**src/rtl/mips_pkg.sv**
```systemverilog
// Shared MIPS definitions for the fetch stage and the control unit:
// opcode and funct encodings, the fetch FSM state type and the default
// reset PC.
package mips_pkg;

  localparam logic [5:0] OP_RTYPE = 6'b000000;
  localparam logic [5:0] OP_ADDI  = 6'b001000;
  localparam logic [5:0] OP_LW    = 6'b100011;
  localparam logic [5:0] OP_SW    = 6'b101011;
  localparam logic [5:0] OP_BEQ   = 6'b000100;
  localparam logic [5:0] OP_J     = 6'b000010;

  localparam logic [5:0] FN_ADD = 6'b100000;
  localparam logic [5:0] FN_SUB = 6'b100010;
  localparam logic [5:0] FN_AND = 6'b100100;
  localparam logic [5:0] FN_OR  = 6'b100101;
  localparam logic [5:0] FN_SLT = 6'b101010;

  localparam logic [31:0] DEFAULT_RESET_PC = 32'h0000_0000;

  typedef enum logic [1:0] {
    IDLE  = 2'd0,
    FETCH = 2'd1,
    HOLD  = 2'd2
  } fetch_state_t;

endpackage

```
**src/rtl/instr_fetch_unit_next_pc_calc.sv**
```systemverilog
// Combinational next-PC selection for the fetch stage.
// Jump beats branch; a taken branch needs both branch and zero.
// Only the low 26 instruction bits are needed (jump target and
// branch immediate), so only those are brought in.
module next_pc_calc
  import mips_pkg::*;
#(
  parameter int ADDR_W = 32
) (
  input  logic [ADDR_W-1:0] pc,
  input  logic [25:0]       instr_low,
  input  logic              branch,
  input  logic              jump,
  input  logic              zero,
  output logic [ADDR_W-1:0] pc_plus4,
  output logic [ADDR_W-1:0] next_pc
);

  logic [ADDR_W-1:0] branch_offset;
  logic [ADDR_W-1:0] jump_target;

  // Sequential PC, sign-extended word branch offset and pseudo-direct jump target
  always_comb begin
    pc_plus4      = pc + ADDR_W'(4);
    branch_offset = {{(ADDR_W-18){instr_low[15]}}, instr_low[15:0], 2'b00};
    jump_target   = {pc_plus4[ADDR_W-1:28], instr_low, 2'b00};
  end

  // Priority select: jump, then taken branch, then fall through
  always_comb begin
    next_pc = pc_plus4;
    if (jump) begin
      next_pc = jump_target;
    end else if (branch && zero) begin
      next_pc = pc_plus4 + branch_offset;
    end
  end

endmodule

```
**src/rtl/instr_fetch_unit.sv**
```systemverilog
// Instruction fetch stage: holds the PC, fetches one word per instruction
// over a req/ack handshake, presents it to decode until retired, then
// steps the PC using the resolved branch/jump/zero signals.
// Optional macro FETCH_PERF_CNT_EN adds retired and stall counters.
module instr_fetch_unit
  import mips_pkg::*;
#(
  parameter int              ADDR_W   = 32,
  parameter logic [ADDR_W-1:0] RESET_PC = DEFAULT_RESET_PC
) (
  input  logic              clk,
  input  logic              rst_n,
  output logic              imem_req_out,
  output logic [ADDR_W-1:0] imem_addr_out,
  input  logic              imem_ack_in,
  input  logic [31:0]       imem_rdata_in,
  output logic              instr_valid_out,
  output logic [31:0]       instr_out,
  output logic [5:0]        op_out,
  output logic [5:0]        func_out,
  output logic [ADDR_W-1:0] pc_out,
  output logic [ADDR_W-1:0] pc_plus4_out,
  input  logic              retire_in,
  input  logic              branch_in,
  input  logic              jump_in,
  input  logic              zero_in
`ifdef FETCH_PERF_CNT_EN
  ,
  output logic [31:0]       retired_cnt_out,
  output logic [31:0]       stall_cnt_out
`endif
);

  fetch_state_t      state;
  fetch_state_t      next_state;
  logic [ADDR_W-1:0] pc;
  logic [ADDR_W-1:0] pc_plus4;
  logic [ADDR_W-1:0] next_pc;
  logic [31:0]       instr;
  logic              fetch_done;
  logic              retire_fire;

  next_pc_calc #(
    .ADDR_W (ADDR_W)
  ) u_next_pc_calc (
    .pc        (pc),
    .instr_low (instr[25:0]),
    .branch    (branch_in),
    .jump      (jump_in),
    .zero      (zero_in),
    .pc_plus4  (pc_plus4),
    .next_pc   (next_pc)
  );

  assign fetch_done  = (state == FETCH) && imem_ack_in;
  assign retire_fire = (state == HOLD) && retire_in;

  // FSM state register
  always_ff @(posedge clk or negedge rst_n) begin
    if (!rst_n) begin
      state <= IDLE;
    end else begin
      state <= next_state;
    end
  end

  // Next state and handshake outputs; IDLE always lasts one cycle so a stale ack is dropped
  always_comb begin
    next_state      = state;
    imem_req_out    = 1'b0;
    instr_valid_out = 1'b0;
    case (state)
      IDLE: begin
        next_state = FETCH;
      end
      FETCH: begin
        imem_req_out = 1'b1;
        if (imem_ack_in) begin
          next_state = HOLD;
        end
      end
      HOLD: begin
        instr_valid_out = 1'b1;
        if (retire_in) begin
          next_state = FETCH;
        end
      end
      default: begin
        next_state = IDLE;
      end
    endcase
  end

  // PC only advances when the held instruction retires
  always_ff @(posedge clk or negedge rst_n) begin
    if (!rst_n) begin
      pc <= RESET_PC;
    end else if (retire_fire) begin
      pc <= next_pc;
    end
  end

  // Capture the instruction word on the accepting ack
  always_ff @(posedge clk or negedge rst_n) begin
    if (!rst_n) begin
      instr <= 32'h0000_0000;
    end else if (fetch_done) begin
      instr <= imem_rdata_in;
    end
  end

`ifdef FETCH_PERF_CNT_EN
  // Free-running wrap-around counters of retirements and unacknowledged fetch cycles
  always_ff @(posedge clk or negedge rst_n) begin
    if (!rst_n) begin
      retired_cnt_out <= 32'd0;
      stall_cnt_out   <= 32'd0;
    end else begin
      if (retire_fire) begin
        retired_cnt_out <= retired_cnt_out + 32'd1;
      end
      if ((state == FETCH) && !imem_ack_in) begin
        stall_cnt_out <= stall_cnt_out + 32'd1;
      end
    end
  end
`endif

  assign imem_addr_out = pc;
  assign instr_out     = instr;
  assign op_out        = instr[31:26];
  assign func_out      = instr[5:0];
  assign pc_out        = pc;
  assign pc_plus4_out  = pc_plus4;

endmodule

```
**config.mk**
```make
export PLATFORM = sky130hd
export DESIGN_NAME = instr_fetch_unit
export DESIGN_NICKNAME = d
export VERILOG_FILES = /design/src/rtl/mips_pkg.sv /design/src/rtl/instr_fetch_unit_next_pc_calc.sv /design/src/rtl/instr_fetch_unit.sv
export SDC_FILE = /design/constraint.sdc
export NUM_CORES = 1
export LEC_CHECK = 0
export ABC_AREA = 1
export BUFFER_PORTS_ARGS = -buffer_cell sky130_fd_sc_hd__buf_2
export CAP_MARGIN = 30
export CORE_MARGIN = 4
export CORE_UTILIZATION = 45
export DETAILED_ROUTE_END_ITERATION = 16
export PLACE_DENSITY = 0.84
export SETUP_SLACK_MARGIN = 0.05
export SYNTH_ARGS = -nofsm -noshare
export SYNTH_HDL_FRONTEND = slang
export SYNTH_HIERARCHICAL = 1
export SYNTH_SLANG_ARGS = --single-unit
```
**constraint.sdc**
```tcl
create_clock -name clk -period 2.65 [get_ports clk]
set_input_delay 0.1325 -clock clk [delete_from_list [all_inputs] [get_ports clk]]
set_output_delay 0.1325 -clock clk [all_outputs]
set_load 0.01 [all_outputs]
```
# --- After elaboration in Yosys (flattened, before gate mapping) ---
# Index checks and enable logic that the tools add are counted.
# Widths: inputs -> output; s select.
word_totals:
  ff_bits: 66
  out_inout_bits: 142
op_classes:
  addsub: 2
  n_eq_ne: 4
  muxes: 7
  reduce_logical: 5
op_table:
  columns: ["op", "n"]
  rows:
  - ["$mux 32", 2]
  - ["$add 32x3->32 const B", 1]
  - ["$add 32x32->32", 1]
  - ["$pmux 2 s3", 1]
  - ["$mux 2", 2]
  - ["$ne 2x2->1 const B", 2]
  - ["$logic_and 1x1->1", 3]
  - ["$eq 2x1->1 const B", 1]
  - ["$eq 2x2->1 const B", 1]
  - ["$logic_not 2->1", 1]
  - ["$mux 1", 2]
  - ["$reduce_and 2->1", 1]

# --- Logic depth before layout (Yosys ltp) ---
# Gate-level depths: netlist (run 1).
logic_depth:
  depth_word: 4
  depth_mapped: 23

# --- Modules after synthesis ---
# The synthesis (run 1) kept the hierarchy.
by_module_without_submodules:
  columns: ["mod", "instances", "cells_each", "area_per_inst_um2", "seq_area_each_um2"]
  rows:
  - ["next_pc_calc", 1, 710, 3559.7, 0.0]
  - ["instr_fetch_unit", 1, 342, 3165.5, 1651.6]

# --- Least setup slack after synthesis (run 1) ---
# No wires, ideal clock.
synth_path:
  path_kind: "register to register"
  startpoint: "register pc[2], in the netlist imem_addr_out[2]"
  endpoint: "register pc[24], in the netlist imem_addr_out[24]"
  setup_ns: 0.117
  arrival_time_ns: 2.823
  t_required_ns: 2.533
  setup_slack_ns: -0.290
  stages_incl_launch_ff: 20
  cell_sequence: "dfrtp_1 -> ha_1 -> nand2_1 -> nor2_4 -> nand2_4 -> nor2_1 -> xor2_1 -> inv_1 -> ha_1 -> nand2_1 -> nor2_1 -> inv_1 -> nor3_1 -> nand3_1 -> nand4_1 -> nand3_1 -> nand2_1 -> inv_1 -> nand4_1 -> nand2_1"
synth_via:
  elab_chain_cells: 4
synth_rtl:
  columns: ["item", "line_no", "source"]
  rows:
  - ["start, declared", "instr_fetch_unit.sv:36", "logic [ADDR_W-1:0] pc;"]
  - ["start signal, assigned", "instr_fetch_unit.sv:99", "pc <= next_pc;"]
  - ["$add 32x3->32", "instr_fetch_unit_next_pc_calc.sv:24", "pc_plus4 = pc + ADDR_W'(4);"]
  - ["via pc_plus4_out[18]", "instr_fetch_unit.sv:22", "output logic [ADDR_W-1:0] pc_plus4_out,"]
  - ["$add 32x32->32", "instr_fetch_unit_next_pc_calc.sv:35", "next_pc = pc_plus4 + branch_offset;"]
  - ["$mux 32", "instr_fetch_unit_next_pc_calc.sv:34", "end else if (branch && zero) begin"]
  - ["$mux 32", "instr_fetch_unit_next_pc_calc.sv:32", "if (jump) begin"]
  - ["via next_pc[24]", "instr_fetch_unit.sv:38", "logic [ADDR_W-1:0] next_pc;"]
# The timed path passes the listed nets, and every way through them passes these cells.
# A chain may end at the register's enable or synchronous reset.

# --- Final worst setup path (run 1) ---
layout_path:
  startpoint: "register pc[2], in the netlist imem_addr_out[2]"
  endpoint: "register pc[13], in the netlist imem_addr_out[13]"
layout_via:
  elab_chain_cells: 4
layout_rtl:
  columns: ["item", "line_no"]
  rows:
  - ["$add 32x3->32 (*)", "instr_fetch_unit_next_pc_calc.sv:24"]
  - ["$add 32x32->32", "instr_fetch_unit_next_pc_calc.sv:35"]
  - ["$mux 32 (*)", "instr_fetch_unit_next_pc_calc.sv:34"]
  - ["$mux 32 (*)", "instr_fetch_unit_next_pc_calc.sv:32"]
  - ["via next_pc[13]", "instr_fetch_unit.sv:38"]
# Mark *: on every way through the listed nets, which the timed path passes. The rest lies on a longest branch.

==> results of run 1 <==
per-layer routing:
metal / part of all wire / wire [um]
met5: 0 / 0
met1: 0.34 / 11200
met2: 0.45 / 14700
met3: 0.12 / 4090
met4: 0.090 / 2950
cell usage after synthesis (2+ instances only):
cell	count
nor2_1	81
xor2_1	19
inv_1	122
buf_2	21
buf_4	49
o211ai_1	2
or2_2	3
nor2_4	4
nand3_1	54
xnor2_2	2
inv_6	2
ha_1	36
o22ai_1	6
and2_1	2
nand2_1	360
inv_2	3
o21bai_1	8
dfrtp_1	66
buf_6	9
nand2_4	2
nor2_2	3
clkbuf_1	3
o221ai_1	3
xnor2_1	4
a31oi_1	3
o21ai_0	23
nand2_2	18
a21oi_1	42
nand4_1	73
nand3_4	2
nor3_1	15
per-stage QoR:
| step | power, mW | worst slack, ps | utilization | instance area (um2) |
|---|---|---|---|---|
| 6_report | 15.2 | -621 | 0.727 | 10600 |
| 2_1_floorplan | 6.99 | 13.0 | - | 6910 |
| 3_5_place_dp | 10.6 | -370 | 0.605 | 8820 |
| 4_1_cts | 13.0 | -227 | 0.675 | 9850 |
| 5_1_grt | 15.8 | -602 | 0.727 | 10600 |
| 3_3_place_gp | 10.4 | -363 | 0.605 | 8820 |
what timing repair did:
item | in CTS | in global routing
gates cloned | 0 | 0
setup buffers | 20 | 18
resized for setup | 123 | 152
setup endpoints to repair | 26 | 26
hold buffers | 1 | 0
hold endpoints to repair | 66 | 0
pin swaps | 39 | 80
sequential cells by signal, indices dropped and copies added, names as in the netlist:
name,cells
imem_addr_out,32
instr_out,32
state,2
final cells by class:
| cell class | instances | area share |
|---|---|---|
| inverters | 128 | 0.0470 |
| multi-input cells | 776 | 0.500 |
| clock inverters | 4 | 0.00472 |
| flip-flops and latches | 66 | 0.157 |
| well taps | 184 | 0.0217 |
| clock buffers | 12 | 0.0242 |
| repair buffers | 396 | 0.245 |
worst max path at each step:
| stage | start | cells past startpoint | slack, ps | endpoint |
|---|---|---|---|---|
| CTS | imem_addr_out[13] | 23 | -230 | imem_addr_out[29] |
| global placement | imem_addr_out[8] | 20 | -360 | imem_addr_out[25] |
| finish | imem_addr_out[2] | 18 | -620 | imem_addr_out[13] |
| floorplan | imem_addr_out[2] | 19 | 10 | imem_addr_out[30] |
| global route | imem_addr_out[18] | 19 | -600 | imem_addr_out[25] |
| detailed placement | imem_addr_out[8] | 21 | -370 | imem_addr_out[26] |
critical path, stage by stage (launching register included):
cell and delay [ps]:
dfrtp_2 430, ha_4 160, nand2_2 60, nor2_4 220
buf_6 140, nand2_2 40, o21ai_2 190, inv_2 80
ha_4 250, nand2_2 90, buf_4 130, nor2_2 50
o21ai_2 150, nand3_4 130, a21oi_1 270, o21ai_1 150
o211ai_1 190, nand4_1 280, nand2_1 160
report_power, final:
group          leakage [nW]  total, mW  internal (mW)  switching, mW
Sequential            0.818       2.16           1.47          0.683
Clock                 0.145       1.22          0.777          0.441
Combinational          4.69       11.8           5.01           6.80
Total                  5.65       15.2           7.26           7.93
cell families after synthesis:
family          after synthesis  synth area share
buf+inv                     210             0.160
simple gates                624             0.415
fa+ha+maj                    37            0.0700
compound gates               90            0.0748
flops                        66             0.246
xor+xnor                     25            0.0348
placed cells by master, fill, tap and decap left out, drive strengths merged:
master,netlist,routed
xor2,19,19
nor4,1,1
nand3,57,57
a21oi,42,42
o22ai,6,6
fa,1,1
xnor2,6,6
buf,79,395
nor3,17,17
or2,4,4
nor2,88,88
clkinvlp,0,2
dfrtp,66,66
and2,2,2
a31oi,3,3
o21bai,8,8
o211ai,2,2
clkbuf,3,12
nand2,380,380
a21o,1,1
and3,1,1
inv,127,127
nand4,74,74
a22oi,1,1
o221ai,3,3
o21ai,24,24
ha,36,36
bufinv,0,1
clkinv,1,2
dlygate4sd3,0,1
==> flow_metrics.tcl, run 1 <==
set metrics [dict create \
    grt_pass1_vias 8314 \
    holdPathStages 3 \
    layout-area-overhead-vs-synth_pct 57.7 \
    setup_slack_ps -621 \
    io-pin-count 181 \
    hpwlAfterDp_um 20200 \
    worstReg2RegStart "imem_addr_out[2]" \
    min_from "imem_rdata_in[10]" \
    vias 9629 \
    antennaDiodeCount 0 \
    syn_inst 1052 \
    hp-class "input pin to flip-flop" \
    via_per_inst 6.15 \
    synth-seq-cells 66 \
    ys_seq_area_frac 0.246 \
    numPortBuffers 180 \
    status "finished, violations left" \
    cts_root_buf "clkbuf_16" \
    grtUsageMet3 0.0704 \
    max_slew_margin 0.577 \
    setup_viol 26 \
    whs_endpoint "instr_out[10]" \
    synth_top_area_share 0.246 \
    grt_setup_unrepaired "yes" \
    synth_top_cell_by_area "dfrtp_1" \
    grt_busiest_layer "met2" \
    cp-start-kind "flip-flop" \
    fin_tns_setup_ps -9330 \
    skew_ps 8.93 \
    cp_max_fo 5 \
    cts_buffer_depth 2 \
    grt_overflow_total 0 \
    layout-drive-gt1-share 0.500 \
    fp-row-count 44 \
    r2r_cells 18 \
    critPathKind "flip-flop to flip-flop" \
    r2r-end "imem_addr_out[13]" \
    grt_antenna_before_repair 0 \
    grt_pass1_wl_um 42200 \
    drtIter0Drc 1469 \
    grt_usage 0.316 \
    r2r_slack_ps -620 \
    clock-sinks 66 \
    avgSynthCellArea_um2 6.39 \
    drc_errors 0 \
    worst_slew_pin_slew_ps 635 \
    p_leak_nw 5.65 \
    vdd_drop_max_mv 0.951 \
    die-height_um 130 \
    numCtsBuffers 9 \
    finalWeightedCongestion 1.02 \
    ys_warn_count 6 \
    cap_violations 0 \
    async_reset_ff_frac 1.00 \
    hold_slack_ps 46.0 \
    fin_cells 1566 \
    synth_edf_count 0 \
    synthDistinctLibCells 43 \
    failed_checks "negative setup slack" \
    clk_pin_slew_ps 60 \
    hold_viol 0 \
    p_per_area_mw_per_mm2 1430 \
    setup.worst_path.end_class "flip-flop" \
    post_drt_wl_per_cell_um 21.0 \
    grt_start_max_net_pins 67 \
    totalWireLength_um 32900 \
    synth_ff_type "dfrtp_1" \
    critPathRequiredTime_ps 2910 \
    core-area_mm2 0.0146 \
    period_share 1.23 \
    slew_violations 0 \
    use_met2 0.519 \
    yosys-top-cells-area "dfrtp_1 (25%), nand2_1 (20%), inv_1 (6.8%)" \
    cts_tree "done" \
    max_freq_ghz 0.306 \
    firstDrtPassIters 7 \
    placed_cells 1512 \
    start_util 0.461 \
    cp.arrival_ps 3530 \
    multiInputGateArea_mm2 0.00530 \
    cts_max_level 3 \
    die_area_mm2 0.0170 \
    finalNetCount 1453 \
    syn-num-nets 1128 \
    met1_usage 0.394 \
    clk_latency_ps 340 \
    synth_area_mm2 0.00673 \
    die_w_um 130 \
    seqCellArea_mm2 0.00167 \
    fin_crit_ps 3270 \
    ant_nets 0 \
    n_fill_cell 920 \
]
Note: power is estimated with default switching activity, not from simulation.
==> inputs of run 2 (changes only) <==
--- a/config.mk
+++ b/config.mk
@@ -5,13 +5,13 @@
 export SDC_FILE = /design/constraint.sdc
 export NUM_CORES = 1
 export LEC_CHECK = 0
-export ABC_AREA = 1
 export BUFFER_PORTS_ARGS = -buffer_cell sky130_fd_sc_hd__buf_2
 export CAP_MARGIN = 30
 export CORE_MARGIN = 4
 export CORE_UTILIZATION = 45
 export DETAILED_ROUTE_END_ITERATION = 16
-export PLACE_DENSITY = 0.84
+export GPL_ROUTABILITY_DRIVEN = 1
+export PLACE_DENSITY = 0.85
 export SETUP_SLACK_MARGIN = 0.05
 export SYNTH_ARGS = -nofsm -noshare
 export SYNTH_HDL_FRONTEND = slang
==> run 2 against run 1 <==
Compared with the run above:
- the run ends with negative hold slack, negative setup slack left
- clock skew is 0.61 ps lower
- final cell count shrank 30%
- critical path depth is 2 lower
- first-iteration DRC count is 51% lower
- worst hold slack got worse by 63 ps
- utilization rose by 2.7 points
- largest cell class unchanged
- largest power group unchanged
- highest routed layer unchanged
==> flow_metrics.tcl, run 2 <==
set metrics [dict create \
    status "finished, violations left" \
    failed_checks "negative hold slack, negative setup slack" \
    setup.worst_path.end_class "flip-flop" \
    p_total_mw 17.3 \
    fin_tns_setup_ps -24170 \
    p_per_area_mw_per_mm2 1820 \
    grt_pass1_wl_um 33400 \
    synth-seq-cells 66 \
    drtIter0Drc 716 \
    firstDrtPassIters 6 \
    die_area_mm2 0.0148 \
    die_w_um 122 \
    post_drt_wl_per_cell_um 24.4 \
    ys_warn_count 6 \
    numCtsBuffers 9 \
    fin_crit_ps 3970 \
    syn-num-nets 671 \
    fp-row-count 41 \
    cp_max_fo 4 \
    grt_setup_unrepaired "yes" \
    cts_root_buf "clkbuf_16" \
    core-area_mm2 0.0127 \
    critPathKind "flip-flop to flip-flop" \
    clk_latency_ps 350 \
    slew_violations 0 \
    totalWireLength_um 26800 \
    finalNetCount 999 \
    clk_pin_slew_ps 70 \
    place_area_mm2 0.00789 \
    layout-area-overhead-vs-synth_pct 63.8 \
    synth_edf_count 0 \
    hold_viol 16 \
    n_fill_cell 728 \
    start_util 0.460 \
    ant_nets 0 \
    final_cell_mix "buf_2 (175), buf_4 (175), mux2_4 (63), dfrtp_1 (62), buf_6 (33)" \
    max_freq_ghz 0.252 \
    hp-class "input pin to asynchronous set/reset pin" \
    io-pin-count 181 \
    async_reset_ff_frac 1.00 \
    syn_inst 595 \
    drc_errors 0 \
    cp.arrival_ps 4190 \
    cts_tree "done" \
    numPortBuffers 180 \
    vdd_drop_max_mv 1.21 \
    period_share 1.50 \
    ys_seq_area_frac 0.283 \
    setup_slack_ps -1320 \
    grt_pass1_vias 6365 \
    yosys-top-cells-area "dfrtp_1 (28%), mux2_4 (15%), ha_1 (7.7%)" \
    via_per_inst 6.09 \
    critPathRequiredTime_ps 2880 \
    worst_slew_pin_slew_ps 900 \
    synth_top_area_share 0.283 \
    hpwlAfterDp_um 14300 \
    grt_antenna_before_repair 0 \
    hold_slack_ps -16.5 \
    clock-sinks 66 \
    die-height_um 122 \
    cp_slowest_cell "o41ai_4" \
    grt_overflow_total 0 \
    synth_ff_type "dfrtp_1" \
    grt_start_max_net_pins 67 \
    r2r_cells 16 \
    avgSynthCellArea_um2 9.80 \
    finalWeightedCongestion 0.978 \
    cts_max_level 3 \
    vias 6697 \
    layout-drive-gt1-share 0.678 \
    skew_ps 8.32 \
    cp-start-kind "flip-flop" \
    post-place-ws_ps -945 \
    synth_top_cell_by_area "dfrtp_1" \
    antennaDiodeCount 0 \
    cp_slowest_stage_delay_ps 450 \
    max_slew_margin 0.400 \
    synthDistinctLibCells 58 \
    final_area_mm2 0.00955 \
    synth_most_common_cell "dfrtp_1" \
    hold_buffers 0 \
    synth_common_cells "dfrtp_1 (66), mux2_4 (59), buf_4 (46)" \
    grt_usage 0.286 \
    p_leak_nw 4.82 \
    cap_violations 0 \
    synth_area_mm2 0.00583 \
    setup_viol 31 \
    cts_buffer_depth 2 \
    crit_chain "and4_4 -> nand4_1 -> buf_4 -> xnor2_2 -> ha_4 -> a21oi_1 -> o21ai_2 -> a31oi_1 -> buf_4 -> a21oi_4 -> o41ai_4 -> xor2_1 -> nor2_1 -> a211oi_2 -> a21oi_1 -> mux2_4" \
]
## run 2: cell count changes after synthesis, moves of 20 or more
cell     before  now
buf_2        21    1
inv_1       122   18
mux2_4        0   59
nand2_1     360   42
nand3_1      54   14
nand4_1      73   11
nor2_1       81   38
xnor2_1       4   28
## run 2: layer usage
| metal | vias up | global-route usage | part of all wire |
|---|---|---|---|
| met4 | 0 | 0.137 | 0.083 |
| li1 | 2730 | - | - |
| met3 | 207 | 0.0617 | 0.11 |
| met1 | 3190 | 0.351 | 0.34 |
| met5 | - | 0 | 0 |
| met2 | 570 | 0.479 | 0.46 |
## run 2: kinds of logic after synthesis
group                      share of synthesized area
and+or+nand+nor                                0.128
AOI/OAI and AO/OA                              0.144
buffers and inverters                         0.0972
muxes                                          0.188
DFF                                            0.283
xor gates and xnor gates                      0.0781
adders and majority gates                     0.0807
## run 2: worst max-delay path: cells and delay by family (launching register included)
kind / cells / cell delay (ps)
AOI/OAI and AO/OA: 7 / 1300
xor gates and xnor gates: 2 / 610
adders and majority gates: 1 / 300
buffers and inverters: 2 / 410
DFF: 1 / 380
muxes: 1 / 300
and+or+nand+nor: 3 / 530
## run 2: cell type report
class / instances / area, um2 / share of cell area
clock buffers: 10 / 239 / 0.0250
multi-input cells: 442 / 4670 / 0.489
well taps: 172 / 215 / 0.0225
flip-flops and latches: 66 / 1660 / 0.173
repair buffers: 386 / 2630 / 0.275
inverters: 18 / 70.1 / 0.00734
clock inverters: 6 / 66.3 / 0.00694
## run 2: power by group
| group | switching (mW) | internal, mW | leakage (nW) |
|---|---|---|---|
| Sequential | 0.527 | 1.50 | 0.792 |
| Clock | 0.525 | 0.757 | 0.152 |
| Combinational | 7.02 | 7.00 | 3.88 |
| Total | 8.08 | 9.26 | 4.82 |
## run 2: path summary, 6_finish.rpt
| path | from | to | slack, ps |
|---|---|---|---|
| hold / removal | rst_n | instr_out[16] | -20 |
| setup reg to reg | imem_addr_out[4] | imem_addr_out[21] | -1320 |
| min in group clk | imem_rdata_in[16] | instr_out[16] | 20 |
| setup / recovery | imem_addr_out[4] | imem_addr_out[21] | -1320 |
| hold reg to reg | instr_out[30] | instr_out[30] | 530 |
| max in group asynchronous | rst_n | imem_addr_out[2] | 2030 |
## run 2: repair_timing
item,4_1_cts,5_1_grt
pin swaps,35,81
buffers inserted,19,29
gates resized for setup,85,110
setup endpoints to repair,29,34
## run 2: per-stage QoR
stage / util / std cells
2_1_floorplan: - / 595
3_3_place_gp: 0.623 / 1040
3_5_place_dp: 0.623 / 1040
4_1_cts: 0.689 / 1075
5_1_grt: 0.754 / 1100
6_report: 0.754 / 1100
